--- src/rtl/pattern_stepper.sv ---
// Steps a test-pattern index on debounced button presses, with frame-based
// auto-repeat while held; the index reaches the pattern generator only at frame end.
module pattern_stepper #(
    parameter int H_TOTAL       = 1056,
    parameter int V_TOTAL       = 628,
    parameter int NUM_PAT       = 8,
    parameter int PAT_W         = 4,
    parameter int HOLD_FRAMES   = 30,
    parameter int REPEAT_FRAMES = 6
) (
    input  logic             Clock,
    input  logic             Reset,
    input  logic             Step_Pulse,
    input  logic             Botten_Level,
    input  logic [15:0]      Pixel_Cnt,
    input  logic [15:0]      Line_Cnt,
    output logic [PAT_W-1:0] Pattern_Sel,
    output logic             Pattern_Chg,
    output logic             Repeat_Active
);

    localparam int HOLD_W = (HOLD_FRAMES > 1) ? $clog2(HOLD_FRAMES) : 1;
    localparam int REP_W  = (REPEAT_FRAMES > 1) ? $clog2(REPEAT_FRAMES) : 1;

    localparam logic [PAT_W-1:0]  PAT_LAST  = PAT_W'(NUM_PAT - 1);
    localparam logic [HOLD_W-1:0] HOLD_LAST = HOLD_W'(HOLD_FRAMES - 1);
    localparam logic [REP_W-1:0]  REP_LAST  = REP_W'(REPEAT_FRAMES - 1);

    typedef enum logic [1:0] {
        IDLE,
        HELD,
        REPEAT
    } state_t;

    state_t            state_q, state_d;
    logic [PAT_W-1:0]  pat_next_q, pat_next_d;
    logic [PAT_W-1:0]  pattern_sel_q, pattern_sel_d;
    logic              pattern_chg_q, pattern_chg_d;
    logic              repeat_active_q, repeat_active_d;
    logic [HOLD_W-1:0] hold_cnt_q, hold_cnt_d;
    logic [REP_W-1:0]  rep_cnt_q, rep_cnt_d;

    logic              frame_end;
    logic [PAT_W-1:0]  pat_inc;

    assign frame_end = (Pixel_Cnt == 16'(H_TOTAL - 1)) && (Line_Cnt == 16'(V_TOTAL - 1));

    // Explicit wrap so a NUM_PAT below 2**PAT_W never walks into unused indices.
    assign pat_inc = (pat_next_q == PAT_LAST) ? '0 : pat_next_q + PAT_W'(1);

    // Commit path: compares against the pre-edge pat_next, so a step taken on
    // a frame-end edge is only seen by the following frame end.
    always_comb begin
        // NOTE: every signal written here gets a default first; a missed branch would otherwise infer a latch.
        pattern_sel_d = pattern_sel_q;
        pattern_chg_d = 1'b0;
        if (frame_end && (pattern_sel_q != pat_next_q)) begin
            pattern_sel_d = pat_next_q;
            pattern_chg_d = 1'b1;
        end
    end

    always_comb begin
        state_d    = state_q;
        pat_next_d = pat_next_q;
        hold_cnt_d = hold_cnt_q;
        rep_cnt_d  = rep_cnt_q;

        case (state_q)
            IDLE: begin
                if (Step_Pulse) begin
                    pat_next_d = pat_inc;
                    hold_cnt_d = '0;
                    state_d    = HELD;
                end
            end
            HELD: begin
                if (frame_end) begin
                    if (!Botten_Level) begin
                        state_d = IDLE;
                    end else if (hold_cnt_q == HOLD_LAST) begin
                        rep_cnt_d = '0;
                        state_d   = REPEAT;
                    end else begin
                        hold_cnt_d = hold_cnt_q + HOLD_W'(1);
                    end
                end
            end
            REPEAT: begin
                if (frame_end) begin
                    if (!Botten_Level) begin
                        state_d = IDLE;
                    end else if (rep_cnt_q == REP_LAST) begin
                        pat_next_d = pat_inc;
                        rep_cnt_d  = '0;
                    end else begin
                        rep_cnt_d = rep_cnt_q + REP_W'(1);
                    end
                end
            end
            default: state_d = IDLE;
        endcase

        repeat_active_d = (state_d == REPEAT);
    end

    always_ff @(posedge Clock or negedge Reset) begin
        // NOTE: flops use non-blocking assignments so each one samples values from before the edge.
        if (!Reset) begin
            state_q         <= IDLE;
            pat_next_q      <= '0;
            pattern_sel_q   <= '0;
            pattern_chg_q   <= 1'b0;
            repeat_active_q <= 1'b0;
            hold_cnt_q      <= '0;
            rep_cnt_q       <= '0;
        end else begin
            state_q         <= state_d;
            pat_next_q      <= pat_next_d;
            pattern_sel_q   <= pattern_sel_d;
            pattern_chg_q   <= pattern_chg_d;
            repeat_active_q <= repeat_active_d;
            hold_cnt_q      <= hold_cnt_d;
            rep_cnt_q       <= rep_cnt_d;
        end
    end

    assign Pattern_Sel   = pattern_sel_q;
    assign Pattern_Chg   = pattern_chg_q;
    assign Repeat_Active = repeat_active_q;

endmodule

--- config.mk ---
export PLATFORM = sky130hd
export DESIGN_NAME = pattern_stepper
export DESIGN_NICKNAME = d
export VERILOG_FILES = /design/src/rtl/pattern_stepper.sv
export SDC_FILE = /design/constraint.sdc
export NUM_CORES = 1
export LEC_CHECK = 0
export ABC_AREA = 1
export BUFFER_PORTS_ARGS = -buffer_cell sky130_fd_sc_hd__buf_4
export CORE_ASPECT_RATIO = 0.5
export CORE_MARGIN = 2
export CORE_UTILIZATION = 40
export DETAILED_ROUTE_END_ITERATION = 8
export PLACE_DENSITY_LB_ADDON = 0.1
export SLEW_MARGIN = 20
export SYNTH_ARGS = -nofsm -noshare
export SYNTH_HDL_FRONTEND = slang
export SYNTH_SLANG_ARGS = --single-unit
--- constraint.sdc ---
create_clock -name Clock -period 2.3 [get_ports Clock]
set_input_delay 0.345 -clock Clock [delete_from_list [all_inputs] [get_ports Clock]]
set_output_delay 0.345 -clock Clock [all_outputs]
set_load 0.01 [all_outputs]
## Yosys cells after proc, flatten, opt, wreduce, memory -nomap -nowiden

Cells that the tools add are included.

- Flip-flop bits (word level): 20
- Bits of input ports: 36

- Add/sub/neg operators: 3
- Eq/ne operators: 17
- Mux-type cells: 26
- Reduce and logical (&&, ||, !) cells: 9

Operators with widths:

| cell | count |
|---|---|
| 4-bit two-way mux | 5 |
| 5-bit two-way mux | 4 |
| 3-bit two-way mux | 6 |
| 16-bit by 10-bit == test with 1-bit output, second input constant | 1 |
| 16-bit by 11-bit == test with 1-bit output, second input constant | 1 |
| 2-bit inequality test, second input constant | 8 |
| 2-bit two-way mux | 6 |
| 5-bit case mux with 2 select lines | 1 |
| 5-bit AND reduction | 2 |
| 4-bit case mux with 2 select lines | 1 |
| 2-bit case mux with 3 select lines | 1 |
| 3-bit case mux with 2 select lines | 1 |
| 6-bit AND reduction | 1 |
| 2-bit nonzero test | 3 |
| 5-bit by 1-bit adder with 5-bit output, second input constant | 1 |
| 5-bit == test, second input constant | 1 |
| 4-bit by 1-bit adder with 4-bit output, second input constant | 1 |
| 2-bit == test, second input constant | 2 |
| 4-bit by 3-bit == test with 1-bit output, second input constant | 1 |
| 4-bit inequality test | 1 |
| 3-bit by 1-bit adder with 3-bit output, second input constant | 1 |
| 3-bit == test, second input constant | 1 |
| 2-bit by 1-bit == test with 1-bit output, second input constant | 1 |
| 1-bit logical AND | 2 |
| 2 further kinds | 2 |

## Longest topological paths before layout

Gate-level depths: netlist of run 1.

- Depth in word-level cells: 6
- Depth in mapped cells: 10

## Least setup slack after synthesis of run 1

OpenSTA, ideal clock, no wires.

- Path type: reg2reg
- From: reg hold_cnt_q[0]
- To: reg hold_cnt_q[0]
- Data arrival time: 1.156 ns
- Slack: 1.027 ns
- Stages on the path, launching flop included: 8
- Path buffers: 0
- Period minus slack after synthesis: 1.273 ns
- Path through: dfrtp_1 > ha_1 > nand3_1 > nor2_4 > o21ai_4 > nand3_4 > nand2_1 > nand2_1

- Longest elaborated chain between the ends: 5
- Elaborated cells on any way between the ends: 8
- Classes of those cells: add/sub (1); eq/ne (2); mux (4); reduce/logical (1)

Ends and longest elaborated chain:

| element | RTL line | RTL |
|---|---|---|
| from (decl) | 40 | `logic [HOLD_W-1:0] hold_cnt_q, hold_cnt_d;` |
| from (signal assigned) | 123 | `hold_cnt_q <= hold_cnt_d;` |
| 5-bit by 1-bit adder with 5-bit output | 85 | `hold_cnt_d = hold_cnt_q + HOLD_W'(1);` |
| 5-bit two-way mux | 81 | `end else if (hold_cnt_q == HOLD_LAST) begin` |
| 5-bit two-way mux | 79 | `if (!Botten_Level) begin` |
| 5-bit two-way mux | 78 | `if (frame_end) begin` |
| 5-bit case mux with 2 select lines | 69 | `case (state_q)` |

Parallel ways exist; a longest one is shown, timed or not. The select of a mux whose other input is x is not followed.
A chain may end at the register's enable or synchronous reset.

## Worst setup path after layout of run 1

- From: reg hold_cnt_q[0]
- To: reg hold_cnt_q[4]

Same word-level chain as after synthesis.

==> impl_results.md, run 1 <==
- Slowest CP cell: dfrtp_1
- Net Switching: 0.000369 W
- Share of the synthesized area in the top cell type: 33.2%
- Cts repair resizes: 0
- Worst hold start: Botten_Level
- Netlist Area Pre-Place: 1510 um2
- Multi-input gate area: 850 um2
- Crit path kind: flop to flop
- Clock Tree Root: clkbuf_8
- Worst r2r src: hold_cnt_q[0]
- Final slew viol count: 0
- Met1 usage: 22.8%
- Crit. End Element: flop
- P_int: 0.000720 W
- Post-Place Cells: 318
- Flop pwr share: 46.8%
- CTS H-tree lvls: 1
- Final Setup Violations: 0
- IO buf count: 41
- Gr ovfl total: 0
- Worst Hold Class: primary input to flop
- ANT nets after route: 0
- Final HPWL DP: 2.65 mm
- Post-layout util: 55.0%
- Switching Fraction: 33.9%
- Logic gate share of total power: 28.8%
- Area of the core: 3530 um2
- Xor/xnor share of the synthesized area: 2.90%
- Global Route Usage Sum: 16.2%
- Wire length per cell: 10.1 um
- Clock skew: 5.76 ps
- Mapped Avg Cell Area: 6.64 um2
- Period minus WS final: 1400 ps
- R2R Setup Slk: 900 ps
- Die H: 47.4 um
- Commonest non-fill, non-tap cell in the layout: nand2_1
- CTS clock-pin slew for the worst setup and hold paths: 70 ps
- Post-Syn Instances: 227
- Area Overhead vs Synth: 28.6%
- Crit-path max FO: 6
- DR pass1 iterations: 4
- Max-slew headroom: 80.5%
- Clock share of power: 24.4%
- Post-Synth Adder-Cell Area: 2.49%
- Cell area power density: 561 nW/um2
- I/O pin count: 42
- Leakage power: 1.06 nW
- NumNets Final: 312
- Initial core utilization: 42.7%
- Via/cell ratio: 4.49
- Period utilisation layout: 60.8%
- Final hold viol count: 0
- Finished Layout Cells: 323
- Most used cell, CP: nand2_1
- FP Rows: 15
- Fill cell count: 344
- Max Fclk: 715 MHz
- Tot Pwr: 0.00109 W
- Die ar.: 4310 um2
- Commonest non-fill, non-tap cells in the layout: nand2_1, buf_4, inv_1, nor2_1, dfrtp_1
- Yosys reg bits: 20
- Worst setup SP type: flop
- First-pass GRT wire length: 5.44 mm
- Largest family of logic cells by synthesized area: simple AND/OR/NAND/NOR gates
- Number of global-route vias before repair: 1198
- Register Area: 500 um2
- Gr busiest metal: met2
- Yosys warns: 0
- Routability cong.: 0.806
- Max Cap Viol: 0
- Largest net degree at the start of global routing: 21
- Simple-gate portion of the synthesized area: 47.5%
- R2R cell count: 7
- Sequential element share of the synthesized area: 33.2%
- Area leader, netlist: dfrtp_1
- Worst Path Required: 2450 ps
- Clock Path Buffers: 2
- Setup TNS Final: 0 ps
- Post-CTS Setup Inserts: 0
- Syn nets: 266
- Unrepaired setup endpoints after global routing: false
- Share of layout cells above drive strength 1: 24.6%
- Status: finished, final reports clean
- Worst Path Arrival: 1550 ps
- Compound-Gate Fraction of Synth Area: 3.49%
- Latest clock arrival within the worst-skew pair: 260 ps
- Number of antenna violations at the first check in global routing: 0
- Met3 usage: 5.35%
- Peak VDD IR: 546 uV
- Reg2Reg Capture Point: hold_cnt_q[4]
- Num CTS Buffers: 3
- Hold depth: 4
- CTS tree: yes
- CP Launch Point: hold_cnt_q[0]
- Hold Path End: rep_cnt_q[1]
- Synth area leaders: dfrtp_1, nand2_1, inv_1
- Least-Margin Pin Slew: 292 ps
- Grt met2 use: 24.9%
- Clk sinks: 20
- Post-CTS Hold Fix Bufs: 1
- DRC: 0
- Via count: 1449
- Post-Route WL: 3.27 mm
- Antenna Cells: 0
- Unique masters post-synth: 24
- Mux contribution to synthesized area: 0%
- Die width: 90.8 um
- Crit path largest cell delay: 430 ps
- Critical-path cell list: ha_1 > nand3_1 > nor2_4 > o21ai_4 > nand3_4 > nand2_1 > nand2_1
- Initial drt markers: 126
power by group through the flow:
stage	sequential [W]	combinational [W]	clock (W)
after floorplan	0.000476	0.000239	0
after global placement	0.000514	0.000307	0
after detailed placement	0.000513	0.000311	0
after CTS	0.000506	0.000313	0.000277
after global routing	0.000524	0.000359	0.000291
final	0.000509	0.000314	0.000266
worst max-delay path, delay by kind of cell (launching register included):
family / cells / cell delay [ps]
flops: 1 / 430
simple gates: 5 / 430
fa+ha+maj: 1 / 220
compound gates: 1 / 220
routing by layer:
metal	share of wire [%]	vias to the layer above
met5	0	-
met3	7.5	2
met1	53	621
met4	0.40	0
met2	39	44
li1	-	782
sequential cells by signal (all words and copies together) (netlist names):
| register | flops |
|---|---|
| Pattern_Chg | 1 |
| Pattern_Sel | 4 |
| Repeat_Active | 1 |
| pat_next_q | 4 |
| hold_cnt_q | 5 |
| rep_cnt_q | 3 |
| state_q | 2 |
worst max-delay path by stage:
stage	slack [ps]	depth (start not counted)	to
2_1_floorplan	1030	7	hold_cnt_q[0]
3_3_place_gp	880	11	pat_next_q[1]
3_5_place_dp	860	11	pat_next_q[2]
4_1_cts	890	7	hold_cnt_q[4]
5_1_grt	760	9	rep_cnt_q[0]
6_report	900	7	hold_cnt_q[4]
Yosys cell counts, drive strengths merged:
master  instances
ha              3
a21oi           2
o21a            1
nand2          87
o21ai           4
nand4          15
inv            40
nand3           9
xnor2           4
dfrtp          20
nor2           38
nor3            2
xor2            1
buf             1
stage by stage:
step           instance area, um2  setup WS [ps]  hold slack (ps)
2_1_floorplan                1510           1030             49.4
3_3_place_gp                 1870            884              242
3_5_place_dp                 1870            864              244
4_1_cts                      1940            887              392
5_1_grt                      1940            756              408
6_report                     1940            901              410
kinds of logic (layout without fill, tap and decap cells):
logic type | Yosys count | in the layout
AND/OR/NAND/NOR | 151 | 151
adder cells (fa/ha/maj) | 3 | 3
buffers and inverters | 41 | 86
AO/OA/AOI/OAI | 7 | 7
XOR/XNOR | 5 | 5
flip-flops | 20 | 20
cell type report:
cell class | count | area share [%]
clock buffers | 4 | 2.84
well taps | 51 | 3.29
multi-input cells | 166 | 43.8
repair buffers | 42 | 16.4
flip-flops and latches | 20 | 25.8
inverters | 40 | 7.87
(Power assumes the default switching activity.)
==> run 2, diff against run 1 <==
==> constraint.sdc (replaced) <==
create_clock -name Clock -period 1.5 [get_ports Clock]
set_input_delay 0.225 -clock Clock [delete_from_list [all_inputs] [get_ports Clock]]
set_output_delay 0.225 -clock Clock [all_outputs]
set_load 0.01 [all_outputs]
==> run 2 against run 1 <==
  * Register-to-register slack got worse by 780 ps
  * Power increased by 55%
  * Via count increased by 2.2%
  * Clock-buffer cell count unchanged
  * Largest power group unchanged
  * Global-route usage increased by 0.54 points
  * Combinational power increased by 65%
  * Sequential power increased by 52%
  * Maximum frequency increased by 1.8%
  * Clock power increased by 51%
  * Core utilization increased by 0.57 points
  * Largest cell class unchanged
==> impl_results.md, run 2 (synthesis gave the netlist of run 1 again) <==
- Crit path kind: flop to flop (unchanged)
- Die ar.: 4310 um2 (unchanged)
- Tot Pwr: 0.00169 W (was 0.00109 W)
- Final Setup Violations: 0 (unchanged)
- Peak VDD IR: 612 uV (was 546 uV)
- Worst Path Required: 1650 ps (was 2450 ps)
- Number of antenna violations at the first check in global routing: 0 (unchanged)
- ANT nets after route: 0 (unchanged)
- Total number of cells along the worst setup path: 7 (unchanged)
- CP Launch Point: hold_cnt_q[0] (unchanged)
- Most used cell, CP: nand2_1 (unchanged)
- Worst r2r src: hold_cnt_q[0] (unchanged)
- Largest reg by FF count: hold_cnt_q (unchanged)
- Initial drt markers: 124 (was 126)
- Clock Path Buffers: 2 (unchanged)
- Crit-path max FO: 6 (unchanged)
- Crit path buf inv count: 0 (unchanged)
- Largest net degree at the start of global routing: 21 (unchanged)
- Antenna Cells: 0 (unchanged)
- Initial core utilization: 42.7% (unchanged)
- NumNets Final: 314 (was 312)
- IO buf count: 41 (unchanged)
- Worst Path Arrival: 1520 ps (was 1550 ps)
- Unrepaired setup endpoints after global routing: true (was false)
- R2R Setup Slk: 130 ps (was 900 ps)
- Critical path's top delay family: flip-flops (unchanged)
- Clk sinks: 20 (unchanged)
- Period minus WS final: 1370 ps (was 1400 ps)
- Share of layout cells above drive strength 1: 25.5% (was 24.6%)
- FP Rows: 15 (unchanged)
- Commonest non-fill, non-tap cell in the layout: nand2_1 (unchanged)
- Reg2Reg Capture Point: hold_cnt_q[3] (was hold_cnt_q[4])
- Num CTS Buffers: 3 (unchanged)
- Die H: 47.4 um (unchanged)
- Commonest non-fill, non-tap cells in the layout: nand2_1, buf_4, inv_1, nor2_1, dfrtp_1 (unchanged)
- Fill cell count: 339 (was 344)
- Critical-path cell list: ha_1 > nand3_2 > nor2_4 > o21ai_4 > nand3_4 > nand2_1 > nand2_1 (was ha_1 > nand3_1 > nor2_4 > o21ai_4 > nand3_4 > nand2_1 > nand2_1)
- Gr ovfl total: 0 (unchanged)
- Via/cell ratio: 4.56 (was 4.49)
- Max Fclk: 728 MHz (was 715 MHz)
- Final hold viol count: 0 (unchanged)
- Cell area power density: 863 nW/um2 (was 561 nW/um2)
- CTS H-tree lvls: 1 (unchanged)
- Global Route Usage Sum: 16.7% (was 16.2%)
- Final HPWL DP: 2.68 mm (was 2.65 mm)
- Slowest CP cell: dfrtp_1 (unchanged)
- Die width: 90.8 um (unchanged)
- Area of the core: 3530 um2 (unchanged)
- Multi-input gate area: 855 um2 (was 850 um2)
- Clock Tree Root: clkbuf_8 (unchanged)
- Post-Route WL: 3.31 mm (was 3.27 mm)
- Status: finished, final reports clean (unchanged)
- Final slew viol count: 0 (unchanged)
- First-pass GRT wire length: 5.67 mm (was 5.44 mm)
- Critical Path End: hold_cnt_q[3] (was hold_cnt_q[4])
- CTS tree: yes (unchanged)
- Area Overhead vs Synth: 30.0% (was 28.6%)
- Max Cap Viol: 0 (unchanged)
- Period utilisation layout: 91.6% (was 60.8%)
- DRC: 0 (unchanged)
- Max-slew headroom: 80.7% (was 80.5%)
- Crit. End Element: flop (unchanged)
- Clock skew: 3.65 ps (was 5.76 ps)
- Wire length per cell: 10.2 um (was 10.1 um)
- Routability cong.: 0.839 (was 0.806)
- Placed instance area: 1880 um2 (was 1870 um2)
- Latest clock arrival within the worst-skew pair: 250 ps (was 260 ps)
- Number of global-route vias before repair: 1278 (was 1198)
- I/O pin count: 42 (unchanged)
- Largest register FFs: 5 (unchanged)
- Via count: 1481 (was 1449)
- Worst Hold Class: primary input to flop (unchanged)
- R2R cell count: 7 (unchanged)
- Leakage power: 1.07 nW (was 1.06 nW)
- Design Area, Final: 1960 um2 (was 1940 um2)
- Least-Margin Pin Slew: 289 ps (was 292 ps)
- Crit path largest cell delay: 430 ps (about the same)
- CTS clock-pin slew for the worst setup and hold paths: 70 ps (about the same)
- Worst setup SP type: flop (unchanged)
- Register Area: 500 um2 (unchanged)
- DR pass1 iterations: 4 (unchanged)
run 2: changes by cell type in the layout (fill, tap and decap cells not counted), sizes merged:
| cell | previous run | this run |
|---|---|---|
| buf | 41 | 43 |
run 2: area by class of cell:
class,instances,share of cell area [%]
Sequential cell,20,25.5
Timing Repair Buffer,44,17.0
Tap cell,51,3.26
Multi-Input combinational cell,166,43.6
Clock buffer,4,2.81
Inverter,40,7.79
run 2: through the flow:
step                instances  util [%]  hold slack [ps]  setup TNS (ps)  setup slack (ps)
global placement          319      53.3              119               0               157
CTS                       324      55.2              291               0              93.4
finish                    325      55.5              300               0               125
detailed placement        319      53.3              118               0               107
floorplan                 227         -            -70.6               0               227
global route              325      55.5              295           -4.14             -4.14
run 2: worst min path at each step:
| stage | slack [ps] | to | from | depth (start not counted) |
|---|---|---|---|---|
| after floorplan | -70 | Pattern_Chg | Reset | 0 |
| after global placement | 120 | hold_cnt_q[3] | Reset | 1 |
| after detailed placement | 120 | hold_cnt_q[2] | Reset | 1 |
| after CTS | 290 | rep_cnt_q[1] | Botten_Level | 4 |
| after global routing | 300 | rep_cnt_q[1] | Botten_Level | 4 |
| final | 300 | rep_cnt_q[1] | Botten_Level | 4 |
run 2: layer usage:
metal | track usage [%] | wire length, um
met1 | 23.4 | 1700
met3 | 5.67 | 267
met4 | 3.03 | 12
met5 | 0 | 0
met2 | 26.3 | 1330
run 2: tightest hold or removal path, stage by stage:
cell and delay [ps]:
buf_4 100, nand4_1 90, nand2_1 80, inv_1 30
run 2: report_power, final:
group | switching (W) | internal (W)
logic | 0.000255 | 0.000261
clock network | 0.000168 | 0.000233
registers | 0.000144 | 0.000629
total | 0.000567 | 0.00112
run 2: timing repair:
action / CTS / global route
setup buffers: 0 / 1
endpoints found under the hold margin: 20 / 0
setup endpoints to repair: 0 / 2
hold buffers: 1 / 0
gates resized for setup: 0 / 1
